==> src/rtl/hazard_ctrl.sv <==
// Pipeline hazard controller: load-use, branch and mul/div stall/flush control.
// Also counts inserted bubbles (saturating) for performance debug.
module hazard_ctrl #(
  parameter int MD_CYCLES = 4
) (
  input  logic        clk,
  input  logic        rst_n,
  input  logic [4:0]  id_rs,
  input  logic [4:0]  id_rt,
  input  logic        id_uses_rs,
  input  logic        id_uses_rt,
  input  logic        ex_memread,
  input  logic [4:0]  ex_rt,
  input  logic        branch_taken,
  input  logic        md_start,
  output logic        pc_stall,
  output logic        ifid_stall,
  output logic        ifid_flush,
  output logic        idex_flush,
  output logic        md_busy,
  output logic        md_done,
  output logic [15:0] bubble_cnt
);

  typedef enum logic {RUN, MD_BUSY} state_e;

  state_e      state_q, state_d;
  logic [4:0]  cnt_q, cnt_d;
  logic [15:0] bub_q;
  logic        lu;
  logic        stall_c, ifl_c, xfl_c;
  logic        busy_c, done_c;

  assign lu = ex_memread && (ex_rt != 5'd0) &&
              ((id_uses_rs && (id_rs == ex_rt)) ||
               (id_uses_rt && (id_rt == ex_rt)));

  always_comb begin
    state_d = state_q;
    cnt_d   = cnt_q;
    stall_c = 1'b0;
    ifl_c   = 1'b0;
    xfl_c   = 1'b0;
    busy_c  = 1'b0;
    done_c  = 1'b0;
    unique case (state_q)
      RUN: begin
        if (branch_taken) begin
          ifl_c = 1'b1;
          xfl_c = 1'b1;
        end else if (md_start) begin
          stall_c = 1'b1;
          xfl_c   = 1'b1;
          state_d = MD_BUSY;
          cnt_d   = 5'(MD_CYCLES - 2);
        end else if (lu) begin
          stall_c = 1'b1;
          xfl_c   = 1'b1;
        end
      end
      MD_BUSY: begin
        stall_c = 1'b1;
        xfl_c   = 1'b1;
        busy_c  = 1'b1;
        if (cnt_q == 5'd0) begin
          done_c  = 1'b1;
          state_d = RUN;
        end else begin
          cnt_d = cnt_q - 5'd1;
        end
      end
      default: state_d = RUN;
    endcase
  end

  // Controls are gated by rst_n so they drop the instant reset asserts
  assign pc_stall   = rst_n & stall_c;
  assign ifid_stall = rst_n & stall_c;
  assign ifid_flush = rst_n & ifl_c;
  assign idex_flush = rst_n & xfl_c;
  assign md_busy    = rst_n & busy_c;
  assign md_done    = rst_n & done_c;
  assign bubble_cnt = bub_q;

  always_ff @(posedge clk or negedge rst_n) begin
    if (!rst_n) begin
      state_q <= RUN;
      cnt_q   <= 5'd0;
      bub_q   <= 16'd0;
    end else begin
      state_q <= state_d;
      cnt_q   <= cnt_d;
      if (xfl_c && (bub_q != 16'hFFFF))
        bub_q <= bub_q + 16'd1;
    end
  end

endmodule

==> config.mk <==
export PLATFORM = sky130hd
export DESIGN_NAME = hazard_ctrl
export DESIGN_NICKNAME = d
export VERILOG_FILES = /design/src/rtl/hazard_ctrl.sv
export SDC_FILE = /design/constraint.sdc
export NUM_CORES = 1
export LEC_CHECK = 0
export BUFFER_PORTS_ARGS = -buffer_cell sky130_fd_sc_hd__buf_2
export CAP_MARGIN = 20
export CORE_MARGIN = 5
export CORE_UTILIZATION = 44
export CTS_CLUSTER_SIZE = 16
export DETAILED_ROUTE_END_ITERATION = 7
export PLACE_DENSITY = 0.78
export SYNTH_ARGS = -nofsm -noshare
export SYNTH_HDL_FRONTEND = slang
export SYNTH_SLANG_ARGS = --single-unit
export TNS_END_PERCENT = 1
==> constraint.sdc <==
create_clock -name clk -period 1.9 [get_ports clk]
set_input_delay 0.095 -clock clk [delete_from_list [all_inputs] [get_ports clk]]
set_output_delay 0.095 -clock clk [all_outputs]
set_load 0.02 [all_outputs]
==> impl_metrics.xml <==
<?xml version="1.0" encoding="UTF-8"?>
<metrics>
  <group name="outcome">
    <metric name="outcome" unit="">finished, final reports clean</metric>
  </group>
  <group name="detailed_routing">
    <metric name="drt_wl_total" unit="mm">2.97</metric>
    <metric name="num_vias" unit="">1093</metric>
    <metric name="route.detailed.wl_per_inst" unit="um">13.9</metric>
    <metric name="dr.first_iter.drc_count" unit="">55</metric>
    <metric name="drt_first_pass_iters" unit="">4</metric>
    <metric name="drc_errors" unit="">0</metric>
    <metric name="ant_nets" unit="">0</metric>
    <metric name="vias_per_cell" unit="">5.11</metric>
  </group>
  <group name="worst_setup_path">
    <metric name="end_kind" unit="">flop</metric>
    <metric name="worst-path-max-fanout" unit="">12</metric>
    <metric name="path_class" unit="">flop to flop</metric>
    <metric name="critical_path_required" unit="ps">2150</metric>
    <metric name="worst-endpoint-arrival" unit="ps">2040</metric>
    <metric name="cp-start-kind" unit="">flop</metric>
  </group>
  <group name="yosys">
    <metric name="syn_nets" unit="">158</metric>
    <metric name="synth_area_per_cell" unit="um^2">9.62</metric>
    <metric name="synth_seq_area_share" unit="%">43.0</metric>
    <metric name="synth_ff_type" unit="">dfrtp_1</metric>
    <metric name="yosysTopAreaCellShare" unit="%">43.0</metric>
    <metric name="postSynth.asyncResetShare" unit="%">100</metric>
    <metric name="postSynthRegisterBits" unit="">22</metric>
    <metric name="netlist_area" unit="um^2">1280</metric>
    <metric name="number_of_enable_flip_flop_cells_after_synthesis" unit="">0</metric>
    <metric name="gate_count_of_the_mapped_netlist" unit="">133</metric>
    <metric name="synth.largest_area_cell" unit="">dfrtp_1</metric>
    <metric name="synth.top_cells.by_area" unit="">dfrtp_1 43%, xnor2_1 11%, xor2_1 8.2%</metric>
    <metric name="unique_masters_post_synth" unit="">31</metric>
    <metric name="synth.yosys.warnings" unit="">0</metric>
  </group>
  <group name="layout">
    <metric name="layout_commonest_cell" unit="">buf_2</metric>
    <metric name="filler_cell_count" unit="">253</metric>
    <metric name="num-nets-final" unit="">209</metric>
    <metric name="area_added_between_synthesis_and_finish" unit="%">27.5</metric>
    <metric name="fin_cells" unit="">214</metric>
    <metric name="most_used_cells_in_the_layout_excluding_fill_and_tap_cells" unit="">43 x buf_2, 19 x dfrtp_1, 16 x nor2_1, 16 x xnor2_1, 13 x nand2_1</metric>
    <metric name="final_cell_area" unit="um^2">1630</metric>
    <metric name="drive_above_1_share" unit="%">35.0</metric>
    <metric name="antenna_cells" unit="">0</metric>
  </group>
  <group name="sta">
    <metric name="maxClockFrequency" unit="MHz">558</metric>
    <metric name="worst_slew_margin_rel" unit="%">74.4</metric>
    <metric name="timing_worst_slew_pin_value" unit="ps">384</metric>
    <metric name="setup_viol" unit="">0</metric>
    <metric name="maxSlewViolCount" unit="">0</metric>
    <metric name="layout_worst_path_cycle_share" unit="%">94.3</metric>
    <metric name="fin_tns_setup" unit="ps">0</metric>
    <metric name="finalHoldViolations" unit="">0</metric>
    <metric name="finalClockSkew" unit="ps">8.97</metric>
    <metric name="final.min_clock_period" unit="ps">1790</metric>
  </group>
  <group name="global_route">
    <metric name="number_of_global_route_vias_before_repair" unit="">1141</metric>
    <metric name="grt_overflow" unit="">0</metric>
    <metric name="grt_pass1_wl" unit="mm">5.06</metric>
    <metric name="number_of_antenna_violations_at_the_first_check_in_global_routing" unit="">0</metric>
    <metric name="grt_max_degree" unit="">17</metric>
    <metric name="global_route.usage.total" unit="%">15.1</metric>
  </group>
  <group name="power">
    <metric name="seq_power_share" unit="%">38.5</metric>
    <metric name="cellLeakagePower" unit="uW">0.000766</metric>
    <metric name="netSwitchingFraction" unit="%">42.8</metric>
    <metric name="switching_power" unit="uW">996</metric>
    <metric name="intPower" unit="uW">1330</metric>
    <metric name="p_clk_share" unit="%">15.6</metric>
    <metric name="combinationalPowerShare" unit="%">46.0</metric>
    <metric name="power_per_cell_area" unit="nW/um^2">1430</metric>
    <metric name="vdd.ir_drop.worst" unit="mV">0.965</metric>
  </group>
  <group name="clock_tree">
    <metric name="clock_tree.htree_level_count" unit="">1</metric>
    <metric name="clk_path_buf_depth" unit="">2</metric>
    <metric name="clk_pin_slew_worst_paths" unit="ps">130</metric>
    <metric name="clock_sinks" unit="">22</metric>
    <metric name="cts_buffers" unit="">3</metric>
    <metric name="cts_tree" unit="">done</metric>
    <metric name="post_cts.repair.setup_buffers" unit="">0</metric>
    <metric name="cts_root_buf" unit="">clkbuf_4</metric>
    <metric name="worstSkewPairLatency" unit="ps">320</metric>
  </group>
  <group name="floorplanning">
    <metric name="io-pin-count" unit="">44</metric>
    <metric name="die_area" unit="um^2">4090</metric>
    <metric name="die_span_in_x" unit="um">63.9</metric>
    <metric name="area_of_the_core" unit="um^2">2780</metric>
    <metric name="std_cell_rows" unit="">19</metric>
    <metric name="floorplan.die.height" unit="um">63.9</metric>
    <metric name="initial_core_util" unit="%">46.0</metric>
  </group>
  <group name="place">
    <metric name="portBuffers" unit="">43</metric>
    <metric name="hpwl_detailed" unit="mm">2.39</metric>
    <metric name="finalWeightedCongestion" unit="">0.786</metric>
    <metric name="detailed_place.area" unit="um^2">1550</metric>
    <metric name="place_inst" unit="">209</metric>
  </group>
  <group name="run">
    <metric name="drv_cap" unit="">0</metric>
  </group>
  <group name="worst_hold_path">
    <metric name="hold_path_class" unit="">input port to flop</metric>
  </group>
</metrics>
## sequential cells by signal, indices dropped and copies added (netlist names)
register and count:
bubble_cnt 16, cnt_q 5, state_q 1
## layout make-up
class	instances	area [um^2]	share of cell area (%)
Inverter	6	22.5	1.38
Timing Repair Buffer	50	270	16.6
Clock inverter	1	30.0	1.84
Clock buffer	3	22.5	1.38
Sequential cell	22	554	34.0
Multi-Input combinational cell	101	693	42.5
Tap cell	31	38.8	2.38
## layer usage
metal	wire length, um	global-route usage (%)	up-vias
li1	-	-	551
met1	1270	19.0	511
met2	1500	25.4	26
met3	155	2.98	5
met4	39	5.97	0
met5	0	0	-
## kinds of logic (layout without fill, tap and decap cells)
kind of cell	count (synthesis)	count (layout)	share of synthesized area (%)
xor+xnor	28	28	19.2
flops	22	22	43.0
mux	1	1	0.880
fa+ha+maj	3	3	2.93
simple gates	59	59	24.1
buf+inv	10	60	4.40
compound gates	10	10	5.47
## stage by stage
stage,hold slack [ps],util [%],setup slack (ps),power (uW)
floorplan,-201,-,22.3,1600
global placement,-42.9,55.6,102,1930
detailed placement,-37.0,55.6,21.7,1980
CTS,43.5,58.1,26.8,2340
global route,66.9,58.7,-25.1,2510
finish,52.8,58.7,108,2330
## synth_stat cells, drive strengths merged (2+ instances only)
| master | number |
|---|---|
| nor4 | 2 |
| dfrtp | 22 |
| buf | 3 |
| inv | 6 |
| xnor2 | 16 |
| a21oi | 2 |
| and2 | 2 |
| nor2 | 16 |
| xor2 | 12 |
| nand2 | 14 |
| nand4 | 7 |
| nor3 | 5 |
| o21ai | 4 |
| nand3 | 7 |
| ha | 3 |
## path summary, 6_finish.rpt
path                           startpoint             end  slack [ps]  depth (start not counted)
setup reg to reg            bubble_cnt[1]   bubble_cnt[7]         110                          7
max in group asynchronous           rst_n   bubble_cnt[5]        1290                          3
min in group asynchronous           rst_n         state_q         150                          2
hold / removal                   md_start         state_q          50                          3
setup / recovery            bubble_cnt[1]   bubble_cnt[7]         110                          7
hold reg to reg            bubble_cnt[11]  bubble_cnt[11]         500                          1
## worst max-delay path: stages (launching register included)
cell and delay, ps:
dfrtp_2 450, ha_1 200, and4_4 190, nor4b_4 130
a21oi_2 170, nand2_4 140, nor3_1 270, xor2_1 180
## power by group through the flow
stage	clock network (uW)	logic, uW	registers [uW]
6_report	363	1070	895
5_1_grt	389	1190	933
4_1_cts	366	1080	892
3_5_place_dp	0	1070	903
3_3_place_gp	0	1040	884
2_1_floorplan	0	555	1040
## repair_timing
item,4_1_cts,5_1_grt
gates resized for setup,1,3
hold buffers,1,0
hold endpoints to repair,22,0
endpoints found under the setup margin,1,2
pin swaps,0,1
No activity file was read; power rests on OpenSTA's default activity.
